$ cat src/rtl/out_spike_packetizer.sv
// Output spike packetizer: captures per-neuron fire events per timestep and
// streams one {SRC_ID, neuron} packet per fired neuron to the router.
module out_spike_packetizer #(
  parameter int NUM_NEURONS          = 256,
  parameter int NEURON_CNT_BIT_WIDTH = 8,
  parameter int SRC_ID_WIDTH         = 8,
  parameter logic [SRC_ID_WIDTH-1:0] SRC_ID = '0
) (
  input  logic                                         clk_i,
  input  logic                                         rst_n_i,
  input  logic                                         spikeWrEn_i,
  input  logic [NEURON_CNT_BIT_WIDTH-1:0]              spikeAddr_i,
  input  logic                                         spike_i,
  input  logic                                         flush_i,
  input  logic                                         pkt_ready_i,
  output logic                                         pkt_valid_o,
  output logic [SRC_ID_WIDTH+NEURON_CNT_BIT_WIDTH-1:0] pkt_data_o,
  output logic                                         busy_o,
  output logic                                         done_o,
  output logic [NEURON_CNT_BIT_WIDTH:0]                spikeCnt_o,
  output logic                                         overrun_o
);

  localparam int AW = NEURON_CNT_BIT_WIDTH;
  localparam int DW = SRC_ID_WIDTH + AW;
  localparam logic [AW-1:0] LAST = AW'(NUM_NEURONS - 1);

  typedef enum logic [1:0] {
    IDLE,
    SCAN,
    SEND,
    DONE
  } state_e;

  state_e state_q, state_d;

  logic [NUM_NEURONS-1:0] cap_q, cap_d;
  logic [NUM_NEURONS-1:0] tx_q, tx_d;
  logic [NUM_NEURONS-1:0] wr_vec;
  logic [AW-1:0]          idx_q, idx_d;
  logic [AW:0]            sent_q, sent_d;
  logic [AW:0]            cnt_q, cnt_d;
  logic                   vld_q, vld_d;
  logic [DW-1:0]          data_q, data_d;
  logic                   ovr_q, ovr_d;
  logic                   idx_last;

  // Out-of-range addresses match no entry and are dropped.
  always_comb begin
    wr_vec = '0;
    for (int i = 0; i < NUM_NEURONS; i++) begin
      wr_vec[i] = spikeWrEn_i & spike_i &
                  (spikeAddr_i == AW'(i));
    end
  end

  assign idx_last = (idx_q == LAST);

  always_comb begin
    state_d = state_q;
    cap_d   = cap_q | wr_vec;
    tx_d    = tx_q;
    idx_d   = idx_q;
    sent_d  = sent_q;
    cnt_d   = cnt_q;
    vld_d   = vld_q;
    data_d  = data_q;
    ovr_d   = ovr_q;

    if (flush_i && state_q != IDLE) begin
      ovr_d = 1'b1;
    end

    unique case (state_q)
      IDLE: begin
        if (flush_i) begin
          tx_d    = cap_q | wr_vec;
          cap_d   = '0;
          idx_d   = '0;
          sent_d  = '0;
          state_d = SCAN;
        end
      end
      SCAN: begin
        if (tx_q[idx_q]) begin
          data_d  = {SRC_ID, idx_q};
          vld_d   = 1'b1;
          state_d = SEND;
        end else if (idx_last) begin
          state_d = DONE;
        end else begin
          idx_d = idx_q + 1'b1;
        end
      end
      SEND: begin
        if (vld_q && pkt_ready_i) begin
          vld_d  = 1'b0;
          sent_d = sent_q + 1'b1;
          if (idx_last) begin
            state_d = DONE;
          end else begin
            idx_d   = idx_q + 1'b1;
            state_d = SCAN;
          end
        end
      end
      DONE: begin
        cnt_d   = sent_q;
        state_d = IDLE;
      end
    endcase
  end

  always_ff @(posedge clk_i or negedge rst_n_i) begin
    if (!rst_n_i) begin
      state_q <= IDLE;
      cap_q   <= '0;
      tx_q    <= '0;
      idx_q   <= '0;
      sent_q  <= '0;
      cnt_q   <= '0;
      vld_q   <= 1'b0;
      data_q  <= '0;
      ovr_q   <= 1'b0;
    end else begin
      state_q <= state_d;
      cap_q   <= cap_d;
      tx_q    <= tx_d;
      idx_q   <= idx_d;
      sent_q  <= sent_d;
      cnt_q   <= cnt_d;
      vld_q   <= vld_d;
      data_q  <= data_d;
      ovr_q   <= ovr_d;
    end
  end

  assign pkt_valid_o = vld_q;
  assign pkt_data_o  = data_q;
  assign busy_o      = (state_q != IDLE);
  assign done_o      = (state_q == DONE);
  assign spikeCnt_o  = cnt_q;
  assign overrun_o   = ovr_q;

endmodule

$ cat config.mk
export PLATFORM = sky130hd
export DESIGN_NAME = out_spike_packetizer
export DESIGN_NICKNAME = d
export VERILOG_FILES = /design/src/rtl/out_spike_packetizer.sv
export SDC_FILE = /design/constraint.sdc
export NUM_CORES = 1
export LEC_CHECK = 0
export ABC_AREA = 1
export CAP_MARGIN = 25
export CORE_UTILIZATION = 60
export DETAILED_ROUTE_END_ITERATION = 10
export PLACE_DENSITY = 0.77
export SLEW_MARGIN = 20
export SYNTH_ARGS = -nofsm -noshare
export SYNTH_HDL_FRONTEND = slang
export SYNTH_SLANG_ARGS = --single-unit
$ cat constraint.sdc
create_clock -name clk_i -period 2.51 [get_ports clk_i]
set_input_delay 0.3765 -clock clk_i [delete_from_list [all_inputs] [get_ports clk_i]]
set_output_delay 0.3765 -clock clk_i [all_outputs]
set_load 0.02 [all_outputs]
# Word-level counts from Yosys, hierarchy flattened
# Index checks and enable logic that the tools add are counted.
# Widths: inputs -> output; s select.
# totals
register_bits,550
input_bits,14
out_inout_bits,29
elab_cells,569
# classes
add_sub_neg,2
order_cmp,1
n_eq_ne,264
n_mux,21
n_bitwise,258
reduce_logical,14
# op_table
operator,count
$eq 8x8->1 const B,129
$eq 8x7->1 const B,64
$mux 256,2
$and 1x1->1,257
$eq 8x6->1 const B,32
$or 256x256->256,1
$eq 8x5->1 const B,16
$eq 8x4->1 const B,8
$eq 8x3->1 const B,4
$mux 8,4
$pmux 8 s3,1
$mux 9,2
$pmux 9 s2,1
$eq 8x2->1 const B,2
$mux 2,5
$add 9x1->9 const B,1
$lt 8x9->1 const B,1
$reduce_and 3->1,3
$add 8x1->8 const B,1
$bmux 1 s8,1
$eq 8x1->1 const B,1
$logic_not 8->1,1
$ne 2x2->1 const B,4
$pmux 2 s4,1
other kinds (11),18

# Depth between registers and ports, before layout
# Gate-level depths: netlist of the first run.
# depth
depth_word,5
depth_mapped,18
depth_no_buf,17

# Least setup slack after synthesis of the first run
# Ideal clock, no wire load.
# synth_path
kind,reg-to-reg
from,register state_q[0]
to,register sent_q[8]
setup_ns,0.129
arrival_time_ns,2.106
required_ns,2.381
path_slack_ns,0.276
stages_incl_launch_ff,15
path_buffers,0
synth_period_minus_slack_ns,2.234
path_cell_list,dfrtp_1 inv_1 ha_1 inv_1 or2_2 nand2_1 inv_1 o21ai_0 nor3_1 nand3_1 inv_1 nand3_1 nor2_1 xnor2_1 nor2_1
# synth_via
elab_chain_len,3
elab_cells_between_ends,7
cone_classes,eq/ne (3); mux (1); reduce/logical (3)
# synth_rtl
element,line_no,text
start: declaration,35,"state_e state_q, state_d;"
start signal: assignment,126,state_q <= state_d;
$eq 2x2->1 or $logic_not 2->1 (tied branches),74,unique case (state_q)
$ne 2x2->1 (no source line) or $reduce_bool 2->1 (tied branches),-,
$reduce_and 3->1 (no source line),-,
end signal: assignment,130,sent_q <= sent_d;
end: declaration,41,"logic [AW:0] sent_q, sent_d;"
# Parallel ways exist; a longest one is shown, timed or not.
# A chain may end at the register's enable or synchronous reset.

# Worst setup path in the final report of the first run
# layout_path
from,register idx_q[0]
to,"register data_q[5], in the netlist pkt_data_o[5]"
# layout_via
elab_chain_len,3
# layout_rtl
element,line_no,text
start: declaration,40,"logic [AW-1:0] idx_q, idx_d;"
start signal: assignment,129,idx_q <= idx_d;
$bmux 1 s8,85,if (tx_q[idx_q]) begin
$mux 1 (implied by the code),85,
$reduce_and 2->1 (no source line),-,
end signal: assignment,133,data_q <= data_d;
end: declaration,44,"logic [DW-1:0] data_q, data_d;"
# No other way between the ends. The select of a mux whose other input is x is not followed.

==> results of run 1 <==
[registers in the layout (all words and copies together) (netlist names)]
| register | cells |
|---|---|
| spikeCnt_o | 9 |
| overrun_o | 1 |
| state_q | 2 |
| pkt_valid_o | 1 |
| cap_q | 256 |
| sent_q | 9 |
| idx_q | 8 |
| tx_q | 256 |
| pkt_data_o | 8 |
[worst reg2reg max path, delay by kind of cell, from the launching register on]
family | cells | cell delay (ns)
simple gates | 10 | 1.17
buf+inv | 3 | 0.52
flops | 1 | 0.56
compound gates | 1 | 0.08
[timing repair]
| item | CTS | global route |
|---|---|---|
| hold buffers | 1 | 0 |
| cloned | 0 | 5 |
| pin swaps | 0 | 4 |
| buffers inserted | 0 | 12 |
| endpoints found under the setup margin | 8 | 20 |
| resized for setup | 1 | 16 |
| hold endpoints to repair | 52 | 0 |
[final cells by class]
class	count	area (µm²)
Sequential cell	550	13800
Tap cell	504	631
Clock inverter	10	68.8
Timing Repair Buffer	148	1730
Fill cell	2684	10800
Clock buffer	89	1690
Inverter	78	313
Multi-Input combinational cell	1785	7840
[how the worst max path moves through the flow]
stage / cells past startpoint / to / slack [ns] / from
after floorplan: 14 / sent_q[8]$_DFFE_PN0P_ / 0.28 / state_q[0]$_DFFE_PN0P_
after global placement: 6 / tx_q[206]$_DFFE_PN0P_ / -0.06 / spikeAddr_i[5]
after detailed placement: 14 / idx_q[6]$_DFFE_PN0P_ / -0.02 / idx_q[0]$_DFFE_PN0P_
after CTS: 14 / idx_q[7]$_DFFE_PN0P_ / 0.01 / idx_q[0]$_DFFE_PN0P_
after global routing: 15 / state_q[1]$_DFFE_PN0P_ / -0.13 / idx_q[0]$_DFFE_PN0P_
final: 14 / pkt_data_o[5]$_DFFE_PN0P_ / 0.03 / idx_q[0]$_DFFE_PN0P_
[cell usage in the layout (no fill, tap or decap), types with 5 or more instances in the layout]
cell type,n
sky130_fd_sc_hd__a21oi_1,294
sky130_fd_sc_hd__nand3_1,165
sky130_fd_sc_hd__clkbuf_1,14
sky130_fd_sc_hd__clkinv_2,7
sky130_fd_sc_hd__inv_1,75
sky130_fd_sc_hd__conb_1,8
sky130_fd_sc_hd__clkbuf_16,57
sky130_fd_sc_hd__o21ai_1,9
sky130_fd_sc_hd__clkdlybuf4s50_1,33
sky130_fd_sc_hd__nand3_2,6
sky130_fd_sc_hd__o21ai_0,280
sky130_fd_sc_hd__dfrtp_1,547
sky130_fd_sc_hd__ha_1,6
sky130_fd_sc_hd__nand2_1,681
sky130_fd_sc_hd__nor2_1,312
sky130_fd_sc_hd__clkbuf_8,21
sky130_fd_sc_hd__nor2_2,5
sky130_fd_sc_hd__buf_12,33
sky130_fd_sc_hd__buf_4,73
[kinds of logic (layout without fill, tap and decap cells)]
kind of cell    count (synthesis)  after routing  synth area share [%]
other cells                     1              8                0.0166
compound gates                588            588                  13.1
flops                         550            550                  60.9
simple gates                 1181           1182                  20.8
xor+xnor                        1              1                0.0388
buf+inv                       260            325                  4.87
fa+ha+maj                       6              6                 0.332
[metrics by stage]
step | cells | setup TNS [ns] | util [%] | power (µW) | worst slack (ns)
2_1_floorplan | 2594 | 0 | - | 12300 | 0.276
3_3_place_gp | 3047 | -0.626 | 65.1 | 14100 | -0.0573
3_5_place_dp | 3047 | -0.0802 | 65.1 | 14200 | -0.0196
4_1_cts | 3147 | 0 | 69.9 | 22100 | 0.0137
5_1_grt | 3164 | -1.69 | 70.6 | 23300 | -0.126
6_report | 3164 | 0 | 70.6 | 22500 | 0.0339
[power by group]
group | total (µW) | internal, µW | switching (µW)
Clock | 7960 | 4580 | 3370
Combinational | 5210 | 1520 | 3690
Sequential | 9350 | 9150 | 197
[metal layers]
layer,track usage (%),vias to the layer above,share of wire (%)
li1,-,8447,-
met1,45.8,9302,40
met2,52.1,944,47
met3,5.23,148,8.8
met4,14.0,0,4.1
met5,0,-,0
==> out/summary.md, run 1 <==
## Outcome
• run status: completed

## Worst setup path
• Largest delay share family, worst path: simple AND/OR/NAND/NOR gates
• buffers plus inverters on the worst setup path: 3
• register-to-register setup slack: 0.03 ns
• critical path arrival: 2.94 ns
• category of the worst setup path capture point: flop
• critical path fanouts, max: 32
• Register-to-Register Path Depth: 14
• max incr delay on CP: 0.56 ns
• worst r2r dst: pkt_data_o[5]$_DFFE_PN0P_
• slowest library cell on the worst path: sky130_fd_sc_hd__dfrtp_4
• worst-path cell chain: clkinv_8, buf_16, nand2_1, nand3_1, nand3_1, nand3_1, nand3_1, nand3_1, nand3_1, nand3_2, nand3_4, buf_4, nand2_1, o21ai_0
• startpoint of the worst register-to-register path: idx_q[0]$_DFFE_PN0P_
• most frequent cell on the critical path: sky130_fd_sc_hd__nand3_1
• nature of the critical path startpoint: flop
• Worst EP required: 2.97 ns
• path type of the worst setup path: reg -> reg

## Synthesis
• part of the Yosys area used for sequential elements: 60.9%
• average footprint of a synthesized cell: 8.74 µm²
• most common cell in the netlist: sky130_fd_sc_hd__nand2_1
• count of synthesis-stage warnings from yosys: 0
• number of enable flip-flop cells after synthesis: 0
• Primary FF master, synth: sky130_fd_sc_hd__dfrtp_1
• post-synthesis cell count: 2587
• post-synthesis cell type with the largest combined area: sky130_fd_sc_hd__dfrtp_1
• Synth top cells by count: sky130_fd_sc_hd__nand2_1 (682), sky130_fd_sc_hd__dfrtp_1 (550), sky130_fd_sc_hd__nor2_1 (316)
• Syn Std Cell Area: 22600 µm²
• Yosys reg bits: 550
• ys async rst share: 100%
• Yosys cell types: 28
• dominant cells by area after synthesis: sky130_fd_sc_hd__dfrtp_1 (61%), sky130_fd_sc_hd__nand2_1 (11%), sky130_fd_sc_hd__a21oi_1 (6.5%), sky130_fd_sc_hd__o21ai_0 (6.2%), sky130_fd_sc_hd__nor2_1 (5.2%)
• area share of the largest cell type after synthesis: 60.9%

## Die
• width of the chip: 196 µm
• Vert. Die Dim: 196 µm
• Placeable Area: 36900 µm²
• die footprint: 38400 µm²
• effective utilization at floorplan: 61.3%
• Core Rows: 70
• number of top-level pins: 43

## Global routing
• vias in the first global route: 17800
• number of antenna violations at the first check in global routing: 0
• pin count of the biggest net entering global routing: 185
• wire length of the first global-routing pass: 97600 µm
• total grt overflow: 0
• global routing usage summed across all routing layers: 33.0%

## Routing
• detailed-route wire length: 63000 µm
• detailed-route DRC error count: 0
• number of DRC markers in iteration 0: 2145
• total vias in the final route: 18800
• Post-DRT Antenna Nets: 0
• Avg Vias per Cell: 5.95
• detail-routed net length per standard cell: 19.9 µm
• number of detailed-routing iterations run before antenna repair: 6

## Layout
• post-layout net count: 2637
• fraction of final layout cells sized beyond drive strength 1: 8.42%
• area delta synth->final: 15.2%
• final standard cell area without fillers: 26000 µm²
• total inserted antenna cells: 0

## CTS
• maximum buffer depth of the clock tree: 3
• clock network latency to the later pin of the worst-skew pair: 0.60 ns
• clock root buffer master: sky130_fd_sc_hd__clkbuf_16
• clock tree from TritonCTS: built
• total clock buffers created by CTS: 54
• clock transition at the register clock pins on the worst setup and hold paths after CTS: 0.06 ns
• Clock Sink Count: 550
• deepest level of the CTS H-tree: 2

## Power and ir drop
• IR drop worst, VDD: 0.638 mV
• Lkg Pwr: 0.0127 µW
• pwr/cell area: 865 nW/µm²

## Run
• total of max-cap violations: 0

## Timing
• Layout Skew: 0.0109 ns
• Final Critical Period: 2.48 ns
• count of final max-slew check failures: 0
• count of endpoints failing setup in the final report: 0
• transition time at the pin with the least slew margin: 0.842 ns
• Period Utilization, post-route: 98.6%
• setup repair after global routing missed its margin: true
• final worst hold slack: 0.307 ns
• remaining max-slew budget at the tightest pin: 43.8%
• timing-limited maximum frequency: 0.404 GHz
• total count of hold-check failures in the final report: 0

## Placed design
• cell area reported after detailed placement: 24000 µm²
• Routability Congestion: 0.862
• DP Wirelength: 35900 µm
• count of input and output buffers: 34

## Worst hold path
• worst min-delay path category: in -> async

Note: power is estimated with default switching activity, not from simulation.
==> inputs of run 2 (changes only) <==
SKIP_CTS_REPAIR_TIMING = 1   (was not set)
==> out/summary.md, run 2 (synthesized netlist as in run 1, its figures left out) <==
## Outcome
• run status: completed

## Worst setup path
• critical path arrival: 2.94 ns
• worst r2r dst: pkt_data_o[5]$_DFFE_PN0P_
• startpoint of the worst register-to-register path: idx_q[0]$_DFFE_PN0P_
• Worst EP required: 2.97 ns
• register-to-register setup slack: 0.03 ns
• category of the worst setup path capture point: flop
• Register-to-Register Path Depth: 14
• nature of the critical path startpoint: flop
• critical path fanouts, max: 32
• path type of the worst setup path: reg -> reg

## Routing
• Max Used Layer: met4
• Post-DRT Antenna Nets: 0
• detailed-route wire length: 63100 µm
• metal1 wirelength: 25300 µm
• detail-routed net length per standard cell: 19.9 µm
• Avg Vias per Cell: 5.95
• number of detailed-routing iterations run before antenna repair: 6
• total met3 wirelength after detailed routing: 5460 µm
• total vias in the final route: 18800
• metal2 WL: 29800 µm
• number of DRC markers in iteration 0: 2058
• detailed-route DRC error count: 0

## CTS
• total clock buffers created by CTS: 54
• Clock Sink Count: 550
• maximum buffer depth of the clock tree: 3
• clock transition at the register clock pins on the worst setup and hold paths after CTS: 0.06 ns
• clock network latency to the later pin of the worst-skew pair: 0.60 ns
• clock root buffer master: sky130_fd_sc_hd__clkbuf_16
• deepest level of the CTS H-tree: 2
• clock tree from TritonCTS: built

## Worst hold path
• worst min-delay path category: in -> async

## Die
• die footprint: 38400 µm²
• Core Rows: 70
• Vert. Die Dim: 196 µm
• number of top-level pins: 43
• Placeable Area: 36900 µm²
• width of the chip: 196 µm
• effective utilization at floorplan: 61.3%

## Timing
• post-route setup slack: 0.0279 ns
• Period Utilization, post-route: 98.9%
• transition time at the pin with the least slew margin: 0.835 ns
• setup repair after global routing missed its margin: true
• count of final max-slew check failures: 0
• total count of hold-check failures in the final report: 0
• timing-limited maximum frequency: 0.403 GHz
• total negative slack: 0 ns
• remaining max-slew budget at the tightest pin: 44.3%
• Layout Skew: 0.0102 ns
• Final Critical Period: 2.48 ns
• count of endpoints failing setup in the final report: 0

## Placed design
• DP Wirelength: 35900 µm
• count of input and output buffers: 34
• Routability Congestion: 0.862
• number of placed cells counting well taps: 3047
• Post-Place Setup Slack: -0.0196 ns

## Layout
• fraction of final layout cells sized beyond drive strength 1: 8.42%
• post-layout net count: 2637
• most common cell after layout, fill and taps aside: sky130_fd_sc_hd__nand2_1
• area delta synth->final: 15.2%
• Post-Layout Cell Count: 3164
• largest registers: cap_q: 256 flops, tx_q: 256 flops
• top library cells by usage in the layout, fill and taps aside: sky130_fd_sc_hd__nand2_1 (681), sky130_fd_sc_hd__dfrtp_1 (547), sky130_fd_sc_hd__nor2_1 (312), sky130_fd_sc_hd__a21oi_1 (294), sky130_fd_sc_hd__o21ai_0 (280)
• total inserted antenna cells: 0

## Global routing
• total grt overflow: 0
• number of antenna violations at the first check in global routing: 0
• wire length of the first global-routing pass: 97600 µm
• global routing usage summed across all routing layers: 33.0%
• vias in the first global route: 17800
• pin count of the biggest net entering global routing: 185

## Power and ir drop
• Lkg Pwr: 0.0127 µW
• IR drop worst, VDD: 0.641 mV
• sum of internal, switching and leakage power: 22500 µW
• pwr/cell area: 865 nW/µm²

## Run
• total of max-cap violations: 0

run 2: cell counts in the layout (fill, tap and decap cells not counted):
No cell type changed its count.
run 2: area by class of cell:
type	count	area [µm²]
repair buffers	148	1730
clock inverters	10	68.8
inverters	78	313
multi-input cells	1785	7840
flip-flops and latches	550	13800
well taps	504	631
fillers	2685	10800
clock buffers	89	1690
run 2: power breakdown:
| group | switching (µW) | total, µW | internal, µW |
|---|---|---|---|
| logic | 3690 | 5210 | 1520 |
| clock network | 3370 | 7960 | 4580 |
| registers | 198 | 9350 | 9150 |
run 2: metal layers:
| metal | vias up | track usage, % |
|---|---|---|
| li1 | 8449 | - |
| met1 | 9286 | 45.8 |
| met2 | 940 | 52.1 |
| met3 | 139 | 5.23 |
| met4 | 0 | 14.0 |
| met5 | - | 0 |
run 2: worst max path at each step:
stage	to	from	cells after the start
floorplan	sent_q[8]$_DFFE_PN0P_	state_q[0]$_DFFE_PN0P_	14
global placement	tx_q[206]$_DFFE_PN0P_	spikeAddr_i[5]	6
detailed placement	idx_q[6]$_DFFE_PN0P_	idx_q[0]$_DFFE_PN0P_	14
CTS	idx_q[7]$_DFFE_PN0P_	idx_q[0]$_DFFE_PN0P_	14
global route	state_q[1]$_DFFE_PN0P_	idx_q[0]$_DFFE_PN0P_	15
finish	pkt_data_o[5]$_DFFE_PN0P_	idx_q[0]$_DFFE_PN0P_	14
run 2: per-stage QoR:
step / util [%] / hold WS [ns] / instance area (µm²)
floorplan: - / 0.0809 / 22600
global placement: 65.1 / 0.377 / 24000
detailed placement: 65.1 / 0.382 / 24000
CTS: 69.9 / -0.252 / 25800
global route: 70.6 / 0.379 / 26000
finish: 70.6 / 0.308 / 26000
run 2: critical path, cell delays in order (launching register included):
cell	delay, ns
sky130_fd_sc_hd__dfrtp_4	0.56
sky130_fd_sc_hd__clkinv_8	0.13
sky130_fd_sc_hd__buf_16	0.20
sky130_fd_sc_hd__nand2_1	0.09
sky130_fd_sc_hd__nand3_1	0.07
sky130_fd_sc_hd__nand3_1	0.07
sky130_fd_sc_hd__nand3_1	0.14
sky130_fd_sc_hd__nand3_1	0.14
sky130_fd_sc_hd__nand3_1	0.19
sky130_fd_sc_hd__nand3_1	0.12
sky130_fd_sc_hd__nand3_2	0.16
sky130_fd_sc_hd__nand3_4	0.15
sky130_fd_sc_hd__buf_4	0.18
sky130_fd_sc_hd__nand2_1	0.05
sky130_fd_sc_hd__o21ai_0	0.08
==> inputs of run 3 (changes only) <==
CORE_UTILIZATION = 56   (was 60)
CTS_CLUSTER_SIZE = 40   (was not set)
MAX_ROUTING_LAYER = met4   (was not set)
PLACE_DENSITY = 0.76   (was 0.77)
clock period = 2.04 ns   (was 2.51 ns; I/O delays follow)
==> out/summary.md, run 3 (synthesized netlist as in run 1, its figures left out) <==
## Worst setup path
• critical path fanouts, max: 11
• startpoint of the worst register-to-register path: idx_q[0]$_DFFE_PN0P_
• path type of the worst setup path: reg -> reg
• category of the worst setup path capture point: flop
• nature of the critical path startpoint: flop
• Worst EP required: 2.57 ns
• Register-to-Register Path Depth: 14
• critical path arrival: 2.93 ns
• critical path launch point: idx_q[0]$_DFFE_PN0P_

## Die
• Vert. Die Dim: 203 µm
• width of the chip: 203 µm
• Core Rows: 73
• number of top-level pins: 43
• Placeable Area: 39700 µm²
• effective utilization at floorplan: 56.9%
• die footprint: 41200 µm²

## Routing
• Avg Vias per Cell: 5.95
• number of detailed-routing iterations run before antenna repair: 7
• Post-DRT Antenna Nets: 0
• detail-routed net length per standard cell: 20.5 µm
• detailed-route DRC error count: 0
• number of DRC markers in iteration 0: 2467
• total vias in the final route: 19200
• detailed-route wire length: 66400 µm

## Outcome
• run status: finished, violations left
• violated checks: negative setup slack

## Placed design
• DP Wirelength: 37200 µm
• count of input and output buffers: 34
• cell area reported after detailed placement: 24600 µm²
• number of placed cells counting well taps: 3108
• Routability Congestion: 0.893

## Layout
• largest registers: cap_q: 256 flops, tx_q: 256 flops
• area delta synth->final: 21.8%
• final standard cell area without fillers: 27500 µm²
• most common cell after layout, fill and taps aside: sky130_fd_sc_hd__nand2_1
• Post-Layout Cell Count: 3233
• total inserted antenna cells: 0
• top library cells by usage in the layout, fill and taps aside: sky130_fd_sc_hd__nand2_1 (656), sky130_fd_sc_hd__dfrtp_1 (548), sky130_fd_sc_hd__nor2_1 (313), sky130_fd_sc_hd__a21oi_1 (284), sky130_fd_sc_hd__o21ai_0 (272)
• fraction of final layout cells sized beyond drive strength 1: 13.1%
• post-layout net count: 2688

## Timing
• timing-limited maximum frequency: 0.418 GHz
• final worst hold slack: 0.246 ns
• setup repair after global routing missed its margin: true
• Final Critical Period: 2.39 ns
• total negative slack: -5.66 ns
• post-route setup slack: -0.352 ns
• count of endpoints failing setup in the final report: 19
• transition time at the pin with the least slew margin: 0.662 ns
• total count of hold-check failures in the final report: 0
• remaining max-slew budget at the tightest pin: 55.9%
• count of final max-slew check failures: 0
• Layout Skew: 0.0256 ns
• Period Utilization, post-route: 117%

## Power and ir drop
• sum of internal, switching and leakage power: 30300 µW
• pwr/cell area: 1100 nW/µm²
• IR drop worst, VDD: 0.802 mV
• Lkg Pwr: 0.0133 µW

## Global routing
• pin count of the biggest net entering global routing: 73
• global routing usage summed across all routing layers: 32.0%
• total grt overflow: 0
• wire length of the first global-routing pass: 99500 µm
• grt met3 use: 4.59%
• met2 Track Usage GR: 47.9%
• Top Usage Layer GRT: met2
• vias in the first global route: 18200
• met1 Use GR: 43.7%
• number of antenna violations at the first check in global routing: 0

## CTS
• clock root buffer master: sky130_fd_sc_hd__clkbuf_16
• clock network latency to the later pin of the worst-skew pair: 0.62 ns
• total clock buffers created by CTS: 56
• clock tree from TritonCTS: built
• clock transition at the register clock pins on the worst setup and hold paths after CTS: 0.06 ns
• deepest level of the CTS H-tree: 2
• maximum buffer depth of the clock tree: 3
• Clock Sink Count: 550

## Run
• total of max-cap violations: 0

## Worst hold path
• worst min-delay path category: in -> async

[run 3: changes by cell type in the layout (fill, tap and decap cells not counted), moves of 7 or more]
cell                        change
sky130_fd_sc_hd__nand3_1       -37
sky130_fd_sc_hd__nand3_2       +32
sky130_fd_sc_hd__buf_12        +30
sky130_fd_sc_hd__nand2_1       -25
sky130_fd_sc_hd__nand2_2       +22
sky130_fd_sc_hd__clkbuf_16     +13
sky130_fd_sc_hd__clkbuf_8      -13
sky130_fd_sc_hd__a21oi_1       -10
sky130_fd_sc_hd__a21oi_2       +10
sky130_fd_sc_hd__bufinv_16     +10
sky130_fd_sc_hd__o21ai_0        -8
sky130_fd_sc_hd__buf_4          +7
[run 3: through the flow]
step / utilization [%] / setup WS (ns)
floorplan: - / 0.00644
CTS: 66.9 / -0.297
finish: 69.3 / -0.352
global placement: 61.9 / -0.226
global route: 69.3 / -0.402
detailed placement: 61.9 / -0.274
[run 3: worst max-delay path, stage by stage (launching register included)]
cell,delay [ns]
sky130_fd_sc_hd__dfrtp_4,0.53
sky130_fd_sc_hd__buf_12,0.18
sky130_fd_sc_hd__clkinv_8,0.08
sky130_fd_sc_hd__clkbuf_16,0.16
sky130_fd_sc_hd__nand2_1,0.07
sky130_fd_sc_hd__nand3_1,0.06
sky130_fd_sc_hd__nand3_1,0.06
sky130_fd_sc_hd__nand3_1,0.13
sky130_fd_sc_hd__nand3_2,0.18
sky130_fd_sc_hd__nand3_2,0.13
sky130_fd_sc_hd__nand3_2,0.09
sky130_fd_sc_hd__nand3_4,0.10
sky130_fd_sc_hd__nand3_4,0.17
sky130_fd_sc_hd__clkbuf_16,0.22
sky130_fd_sc_hd__o21ai_1,0.14
[run 3: path summary, 6_finish.rpt]
kind,slack (ns),to
setup / recovery,-0.35,pkt_data_o[6]$_DFFE_PN0P_
hold / removal,0.25,cap_q[244]$_DFF_PN0_
setup reg to reg,-0.35,pkt_data_o[6]$_DFFE_PN0P_
hold reg to reg,0.47,sent_q[7]$_DFFE_PN0P_
max in group asynchronous,0.94,cap_q[13]$_DFF_PN0_
min in group clk_i,0.47,sent_q[7]$_DFFE_PN0P_
[run 3: power by group]
group	internal, µW	total [µW]	switching, µW	leakage, µW
Clock	6650	11000	4320	0.000964
Combinational	2810	7850	5040	0.00473
Sequential	11300	11500	234	0.00766
[run 3: cell type report]
| type | instances | area [µm²] |
|---|---|---|
| sequential | 550 | 13800 |
| fill | 2811 | 12200 |
| multi-input combinational | 1785 | 8180 |
| timing repair buffer | 195 | 2610 |
| clock buffer | 73 | 1570 |
| tap | 525 | 657 |
| clock inverter | 25 | 395 |
| inverter | 78 | 327 |
| timing repair inverter | 2 | 32.5 |
[run 3: metal layers]
metal	share of wire, %	vias up
met2	47	1026
met4	4.6	0
li1	-	8553
met1	39	9437
met5	0	-
met3	9.5	210
